<file path="config.mk">
export PLATFORM = sky130hd
export DESIGN_NAME = l2_lookup_sched_flat
export DESIGN_NICKNAME = d
export VERILOG_FILES = /design/src/rtl/l2_lookup_sched_if.sv /design/src/rtl/l2_lookup_sched.sv /design/src/flat_wrapper.sv
export SDC_FILE = /design/constraint.sdc
export NUM_CORES = 1
export LEC_CHECK = 0
export CAP_MARGIN = 25
export CELL_PAD_IN_SITES_DETAIL_PLACEMENT = 0
export CELL_PAD_IN_SITES_GLOBAL_PLACEMENT = 1
export CORE_MARGIN = 2
export CORE_UTILIZATION = 27
export DETAILED_ROUTE_END_ITERATION = 12
export GPL_TIMING_DRIVEN = 0
export PLACE_DENSITY = 0.79
export SKIP_CTS_REPAIR_TIMING = 1
export SLEW_MARGIN = 25
export SYNTH_ARGS = -nofsm -noshare
export SYNTH_HDL_FRONTEND = slang
export SYNTH_SLANG_ARGS = --single-unit
</file>
<file path="constraint.sdc">
create_clock -name clk -period 2.8 [get_ports clk]
set_input_delay 0.56 -clock clk [delete_from_list [all_inputs] [get_ports clk]]
set_output_delay 0.56 -clock clk [all_outputs]
set_load 0.05 [all_outputs]
</file>
<file path="src/rtl/l2_lookup_sched_if.sv">
// Port bundle for the L2 tag/state lookup scheduler.
// master = requesters, array, lookup stage and rsp consumer; slave = scheduler.
interface l2_lookup_sched_if #(
  parameter int SET_W = 9,
  parameter int TAG_W = 19,
  parameter int WAY_W = 3
);
  logic             req_valid;
  logic [SET_W-1:0] req_set;
  logic [TAG_W-1:0] req_tag;
  logic             req_ready;
  logic             fwd_valid;
  logic [SET_W-1:0] fwd_set;
  logic [TAG_W-1:0] fwd_tag;
  logic             fwd_ready;
  logic             req_set_busy;
  logic             rd_en;
  logic [SET_W-1:0] rd_set;
  logic             lookup_en;
  logic             lookup_mode;
  logic [TAG_W-1:0] lookup_tag;
  logic             tag_hit;
  logic [WAY_W-1:0] way_hit;
  logic             empty_way_found;
  logic [WAY_W-1:0] empty_way;
  logic             rsp_valid;
  logic             rsp_ready;
  logic             rsp_src;
  logic [SET_W-1:0] rsp_set;
  logic [TAG_W-1:0] rsp_tag;
  logic             rsp_hit;
  logic [WAY_W-1:0] rsp_way;
  logic             rsp_empty_found;
  logic [WAY_W-1:0] rsp_empty_way;

  modport master (
    output req_valid, req_set, req_tag, fwd_valid, fwd_set, fwd_tag, req_set_busy,
           tag_hit, way_hit, empty_way_found, empty_way, rsp_ready,
    input  req_ready, fwd_ready, rd_en, rd_set, lookup_en, lookup_mode, lookup_tag,
           rsp_valid, rsp_src, rsp_set, rsp_tag, rsp_hit, rsp_way,
           rsp_empty_found, rsp_empty_way
  );

  modport slave (
    input  req_valid, req_set, req_tag, fwd_valid, fwd_set, fwd_tag, req_set_busy,
           tag_hit, way_hit, empty_way_found, empty_way, rsp_ready,
    output req_ready, fwd_ready, rd_en, rd_set, lookup_en, lookup_mode, lookup_tag,
           rsp_valid, rsp_src, rsp_set, rsp_tag, rsp_hit, rsp_way,
           rsp_empty_found, rsp_empty_way
  );
endinterface

</file>
<file path="src/rtl/l2_lookup_sched.sv">
// L2 lookup scheduler: arbitrates req/fwd, sequences array read and lookup stage,
// and returns the captured lookup result over a valid/ready port. One lookup in flight.
//
//  state  | meaning
//  IDLE   | waiting for an eligible req/fwd; grant, read strobe and capture happen here
//  RD     | waiting out the tag/state array read latency
//  LOOKUP | one-cycle lookup_en pulse to the lookup stage
//  RESP   | result presented on rsp_*, held until rsp_ready
module l2_lookup_sched #(
  parameter int SET_W      = 9,
  parameter int TAG_W      = 19,
  parameter int WAY_W      = 3,
  parameter int RD_LAT     = 1,
  parameter int STARVE_MAX = 4
) (
  input logic              clk,
  input logic              rst,
  l2_lookup_sched_if.slave bus
);

  localparam int CNT_W    = (RD_LAT > 1) ? $clog2(RD_LAT) : 1;
  localparam int STARVE_W = $clog2(STARVE_MAX + 1);

  typedef enum logic [1:0] {IDLE, RD, LOOKUP, RESP} state_t;

  state_t              state_q, state_d;
  logic [CNT_W-1:0]    rd_cnt_q;
  logic [STARVE_W-1:0] starve_q;
  logic                grant_req, grant_fwd;
  logic                req_elig, fwd_elig;
  logic                cap_src;
  logic [SET_W-1:0]    cap_set;
  logic [TAG_W-1:0]    cap_tag;
  logic                first_q;
  logic                resp_first;
  logic                hold_hit, hold_empty_found;
  logic [WAY_W-1:0]    hold_way, hold_empty_way;

  assign req_elig = bus.req_valid && !bus.req_set_busy;
  assign fwd_elig = bus.fwd_valid;

  always_comb begin
    state_d   = state_q;
    grant_req = 1'b0;
    grant_fwd = 1'b0;
    unique case (state_q)
      IDLE: begin
        // Grants are combinational, so they are masked while reset is held.
        if (!rst) begin
          if (req_elig && (!fwd_elig || starve_q == STARVE_W'(STARVE_MAX)))
            grant_req = 1'b1;
          else if (fwd_elig)
            grant_fwd = 1'b1;
        end
        if (grant_req || grant_fwd) state_d = RD;
      end
      RD:      if (rd_cnt_q == '0) state_d = LOOKUP;
      LOOKUP:  state_d = RESP;
      RESP:    if (bus.rsp_ready) state_d = IDLE;
      default: state_d = IDLE;
    endcase
  end

  always_ff @(posedge clk or posedge rst) begin
    if (rst) begin
      state_q          <= IDLE;
      rd_cnt_q         <= '0;
      starve_q         <= '0;
      cap_src          <= 1'b0;
      cap_set          <= '0;
      cap_tag          <= '0;
      first_q          <= 1'b0;
      hold_hit         <= 1'b0;
      hold_way         <= '0;
      hold_empty_found <= 1'b0;
      hold_empty_way   <= '0;
    end else begin
      state_q <= state_d;
      first_q <= (state_q == LOOKUP);
      if (grant_req || grant_fwd) begin
        cap_src  <= grant_fwd;
        cap_set  <= grant_req ? bus.req_set : bus.fwd_set;
        cap_tag  <= grant_req ? bus.req_tag : bus.fwd_tag;
        rd_cnt_q <= CNT_W'(RD_LAT - 1);
      end else if (state_q == RD && rd_cnt_q != '0) begin
        rd_cnt_q <= rd_cnt_q - 1'b1;
      end
      if (grant_req)
        starve_q <= '0;
      else if (grant_fwd && req_elig && starve_q != STARVE_W'(STARVE_MAX))
        starve_q <= starve_q + 1'b1;
      if (resp_first) begin
        hold_hit         <= bus.tag_hit;
        hold_way         <= bus.way_hit;
        hold_empty_found <= bus.empty_way_found;
        hold_empty_way   <= bus.empty_way;
      end
    end
  end

  // The lookup stage registers its result on lookup_en, so it is only valid from the
  // first RESP cycle on: pass it through then, and hold the sampled copy afterwards.
  assign resp_first = (state_q == RESP) && first_q;

  assign bus.req_ready       = grant_req;
  assign bus.fwd_ready       = grant_fwd;
  assign bus.rd_en           = grant_req || grant_fwd;
  assign bus.rd_set          = grant_req ? bus.req_set : (grant_fwd ? bus.fwd_set : '0);
  assign bus.lookup_en       = (state_q == LOOKUP);
  assign bus.lookup_mode     = (state_q == LOOKUP) && cap_src;
  assign bus.lookup_tag      = (state_q == LOOKUP) ? cap_tag : '0;
  assign bus.rsp_valid       = (state_q == RESP);
  assign bus.rsp_src         = cap_src;
  assign bus.rsp_set         = cap_set;
  assign bus.rsp_tag         = cap_tag;
  assign bus.rsp_hit         = resp_first ? bus.tag_hit : hold_hit;
  assign bus.rsp_way         = resp_first ? bus.way_hit : hold_way;
  assign bus.rsp_empty_found = resp_first ? bus.empty_way_found : hold_empty_found;
  assign bus.rsp_empty_way   = resp_first ? bus.empty_way : hold_empty_way;

endmodule

</file>
<file path="src/flat_wrapper.sv">
// flat-port wrapper written by rule: the top's interface ports become plain ports
module l2_lookup_sched_flat 
#(
  parameter int SET_W      = 9,
  parameter int TAG_W      = 19,
  parameter int WAY_W      = 3,
  parameter int RD_LAT     = 1,
  parameter int STARVE_MAX = 4
)
  (clk, rst, bus_req_valid, bus_req_set, bus_req_tag, bus_fwd_valid, bus_fwd_set, bus_fwd_tag, bus_req_set_busy, bus_tag_hit, bus_way_hit, bus_empty_way_found, bus_empty_way, bus_rsp_ready, bus_req_ready, bus_fwd_ready, bus_rd_en, bus_rd_set, bus_lookup_en, bus_lookup_mode, bus_lookup_tag, bus_rsp_valid, bus_rsp_src, bus_rsp_set, bus_rsp_tag, bus_rsp_hit, bus_rsp_way, bus_rsp_empty_found, bus_rsp_empty_way);
  l2_lookup_sched_if #(.SET_W(SET_W), .TAG_W(TAG_W), .WAY_W(WAY_W)) bus_i ();
  input logic clk;
  input logic rst;
  input wire logic [$bits(bus_i.req_valid)-1:0] bus_req_valid;
  input wire logic [$bits(bus_i.req_set)-1:0] bus_req_set;
  input wire logic [$bits(bus_i.req_tag)-1:0] bus_req_tag;
  input wire logic [$bits(bus_i.fwd_valid)-1:0] bus_fwd_valid;
  input wire logic [$bits(bus_i.fwd_set)-1:0] bus_fwd_set;
  input wire logic [$bits(bus_i.fwd_tag)-1:0] bus_fwd_tag;
  input wire logic [$bits(bus_i.req_set_busy)-1:0] bus_req_set_busy;
  input wire logic [$bits(bus_i.tag_hit)-1:0] bus_tag_hit;
  input wire logic [$bits(bus_i.way_hit)-1:0] bus_way_hit;
  input wire logic [$bits(bus_i.empty_way_found)-1:0] bus_empty_way_found;
  input wire logic [$bits(bus_i.empty_way)-1:0] bus_empty_way;
  input wire logic [$bits(bus_i.rsp_ready)-1:0] bus_rsp_ready;
  output wire logic [$bits(bus_i.req_ready)-1:0] bus_req_ready;
  output wire logic [$bits(bus_i.fwd_ready)-1:0] bus_fwd_ready;
  output wire logic [$bits(bus_i.rd_en)-1:0] bus_rd_en;
  output wire logic [$bits(bus_i.rd_set)-1:0] bus_rd_set;
  output wire logic [$bits(bus_i.lookup_en)-1:0] bus_lookup_en;
  output wire logic [$bits(bus_i.lookup_mode)-1:0] bus_lookup_mode;
  output wire logic [$bits(bus_i.lookup_tag)-1:0] bus_lookup_tag;
  output wire logic [$bits(bus_i.rsp_valid)-1:0] bus_rsp_valid;
  output wire logic [$bits(bus_i.rsp_src)-1:0] bus_rsp_src;
  output wire logic [$bits(bus_i.rsp_set)-1:0] bus_rsp_set;
  output wire logic [$bits(bus_i.rsp_tag)-1:0] bus_rsp_tag;
  output wire logic [$bits(bus_i.rsp_hit)-1:0] bus_rsp_hit;
  output wire logic [$bits(bus_i.rsp_way)-1:0] bus_rsp_way;
  output wire logic [$bits(bus_i.rsp_empty_found)-1:0] bus_rsp_empty_found;
  output wire logic [$bits(bus_i.rsp_empty_way)-1:0] bus_rsp_empty_way;
  assign bus_i.req_valid = bus_req_valid;
  assign bus_i.req_set = bus_req_set;
  assign bus_i.req_tag = bus_req_tag;
  assign bus_i.fwd_valid = bus_fwd_valid;
  assign bus_i.fwd_set = bus_fwd_set;
  assign bus_i.fwd_tag = bus_fwd_tag;
  assign bus_i.req_set_busy = bus_req_set_busy;
  assign bus_i.tag_hit = bus_tag_hit;
  assign bus_i.way_hit = bus_way_hit;
  assign bus_i.empty_way_found = bus_empty_way_found;
  assign bus_i.empty_way = bus_empty_way;
  assign bus_i.rsp_ready = bus_rsp_ready;
  assign bus_req_ready = bus_i.req_ready;
  assign bus_fwd_ready = bus_i.fwd_ready;
  assign bus_rd_en = bus_i.rd_en;
  assign bus_rd_set = bus_i.rd_set;
  assign bus_lookup_en = bus_i.lookup_en;
  assign bus_lookup_mode = bus_i.lookup_mode;
  assign bus_lookup_tag = bus_i.lookup_tag;
  assign bus_rsp_valid = bus_i.rsp_valid;
  assign bus_rsp_src = bus_i.rsp_src;
  assign bus_rsp_set = bus_i.rsp_set;
  assign bus_rsp_tag = bus_i.rsp_tag;
  assign bus_rsp_hit = bus_i.rsp_hit;
  assign bus_rsp_way = bus_i.rsp_way;
  assign bus_rsp_empty_found = bus_i.rsp_empty_found;
  assign bus_rsp_empty_way = bus_i.rsp_empty_way;
  l2_lookup_sched #(.SET_W(SET_W), .TAG_W(TAG_W), .WAY_W(WAY_W), .RD_LAT(RD_LAT), .STARVE_MAX(STARVE_MAX)) u_core (.clk(clk), .rst(rst), .bus(bus_i));
endmodule
</file>
==> out/metrics.cfg <==
[outcome]
outcome = finished clean

[timing]
fin_crit_ns = 2.64
fin_crit_sh_pct = 94.1
report.final.setup_viol = 0
skew_ns = 0.0102
drv_slew = 0
rsz0062_at_grt = no
slew_headroom_pct = 64.3
setup_tns_ns = 0
max_freq_ghz = 0.379
worstMarginPinSlew_ns = 0.535
layout_setup_ws_ns = 0.164
holdWs_ns = 0.353
hold_violations = 0

[finish]
regArea_um2 = 1100
instances_no_fill = 495
area_growth_pct = 76.4
final_area_um2 = 4150
diodes = 0
fillers = 835
drive_above_1_share_pct = 15.5
fin_nets = 462
multi_input_area_um2 = 1130

[power]
power.density_nw_per_um2 = 1200
ir_drop_uv = 472
cellLeakagePower_nw = 2.06

[worst_setup_path]
r2r-start = u_core.starve_q[0]
ff2ff_path_depth = 8
arrival_ns = 2.08
worstSetupPathType = register to output pin
crit_end = bus_rd_set[1]
startpoint = u_core.starve_q[0]
start_kind = register
worstPathRequired_ns = 2.24
reg2reg_setup_slack_ns = 0.87
reg2reg_to = u_core.bus.rsp_set[8]
cp-end-kind = output pin
crit_path_max_fanout = 10

[logic_synthesis]
synth_compound_area_share_pct = 23.4
synth-seq-cells = 44
netlist.area_leader.share_pct = 46.8
synth.most_common_cell = dfrtp_1
synth_top_family_by_area = compound AO/OA/AOI/OAI gates
async_flop_share_pct = 100
synth_area_leaders = dfrtp_1 (47%), a21oi_1 (6.2%), and2_1 (5.6%), o22ai_2 (5.3%), o22ai_1 (4.8%)
yosysSeqAreaShare_pct = 46.8
synth_top_cells_by_count = dfrtp_1 (44), a21oi_1 (29), nor2_1 (28)
muxShareOfSynthArea_pct = 4.31
synth-simple-area-share_pct = 16.3
yosysWarnings = 0
synthAdderAreaFrac_pct = 3.19
avgSynthCellArea_um2 = 10.1
ys.flop_type = dfrtp_1
synth_cells = 233
syn_nets = 309
synth_top_area_cell = dfrtp_1
syn_area_um2 = 2350
synth_xor_area_share_pct = 0
netlist-cell-type-count = 32
synth_edf_count = 0

[global_route]
grt_usage_pct = 15.6
overflow = 0
grt_pass1_vias = 2405
antenna_found_initial = 0
grt_start_max_net_pins = 28
grt_pass1_wl_mm = 12.0

[routing]
drt_pre_antenna_iters = 4
drtIter0Drc = 35
wirelength_mm = 7.49
vias = 2299
vias_per_cell = 4.64
routedWlPerCell_um = 15.1
ant_nets = 0
drt_drc_violations_left = 0

[job]
drv_cap = 0

[floorplan]
die_w_um = 97.3
coreArea_um2 = 8590
ioPinCount = 141
dieArea_um2 = 9470
initial_core_util_pct = 27.4
rows = 34
fp.dieH_um = 97.3

[placed_design]
placed_area_um2 = 3910
io_buffers = 140
dpl.cell_count = 482
pre_cts_slack_ns = -0.948
dp_hpwl_mm = 5.52
gp_congestion = 0.715

[clock_tree]
numCtsBuffers = 5
clock_latency_ns = 0.29
clk_path_buf_depth = 2
cts_tree = built
clkTransAtPathRegs_ns = 0.09
clock-sinks = 44
cts_root_buffer = clkbuf_8
ctsHtreeMaxLevel = 2

[min_path]
hp-class = input port to async pin

## per-layer routing
| metal | vias up | GRT usage [%] | part of all wire [%] |
|---|---|---|---|
| met1 | 1072 | 19.6 | 44 |
| met2 | 98 | 27.2 | 47 |
| met3 | 4 | 4.17 | 8.1 |
| li1 | 1125 | - | - |
| met5 | - | 0 | 0 |
| met4 | 0 | 2.56 | 0.45 |
## per-stage QoR
| step | utilization [%] | power, mW |
|---|---|---|
| floorplan | - | 3.39 |
| global placement | 45.2 | 4.55 |
| detailed placement | 45.5 | 4.59 |
| CTS | 46.6 | 5.03 |
| global route | 48.3 | 5.23 |
| finish | 48.3 | 4.96 |
## cell type report
| cell class | instances | share of cell area (%) |
|---|---|---|
| flip-flops and latches | 44 | 26.6 |
| clock inverters | 1 | 0.181 |
| well taps | 108 | 3.26 |
| plain buffers | 16 | 2.81 |
| repair inverters | 1 | 0.211 |
| inverters | 8 | 1.36 |
| multi-input cells | 165 | 27.2 |
| clock buffers | 7 | 2.08 |
| repair buffers | 145 | 36.4 |
## power by group
part           internal (mW)  total [mW]  switching, mW
Sequential             0.932        1.11          0.181
Clock                  0.201       0.420          0.219
Combinational           1.16        3.42           2.26
## state kept, by name, indices dropped and copies added (netlist names), 2 cells and up
register	flops
u_core.starve_q	3
u_core.bus.rsp_set	9
u_core.bus.rsp_tag	19
u_core.hold_way	3
u_core.state_q	2
u_core.hold_empty_way	3
## critical path: stages, from the launching register on
cell	delay (ns)
dfrtp_1	0.43
inv_1	0.07
ha_1	0.26
a21boi_2	0.13
nor3_4	0.22
buf_12	0.16
a22oi_1	0.08
nor2b_1	0.13
clkbuf_2	0.30
## worst min-delay path by stage
stage / from / end / slack [ns] / depth (start not counted)
after detailed placement: u_core.hold_way[2] / u_core.hold_way[2] / 0.49 / 1
after global routing: rst / u_core.starve_q[0] / 0.36 / 2
after floorplan: u_core.starve_q[1] / u_core.starve_q[1] / 0.48 / 2
after CTS: u_core.hold_way[0] / u_core.hold_way[0] / 0.51 / 1
after global placement: u_core.hold_way[1] / u_core.hold_way[1] / 0.48 / 1
final: rst / u_core.starve_q[0] / 0.35 / 2
## cell usage in the layout, fill, tap and decap left out, types with 10 or more instances in the layout
| cell | synthesis | final |
|---|---|---|
| a21oi_1 | 29 | 29 |
| dfrtp_1 | 44 | 44 |
| and2_1 | 21 | 21 |
| clkdlybuf4s50_1 | 0 | 96 |
| o22ai_2 | 10 | 10 |
| o22ai_1 | 18 | 18 |
| dlymetal6s2s_1 | 0 | 32 |
| nor2_1 | 28 | 28 |
## cell families after synthesis
kind of cell,count (synthesis)
compound gates,78
fa+ha+maj,6
buf+inv,24
flops,44
mux,9
simple gates,72
Note: power is estimated with default switching activity, not from simulation.
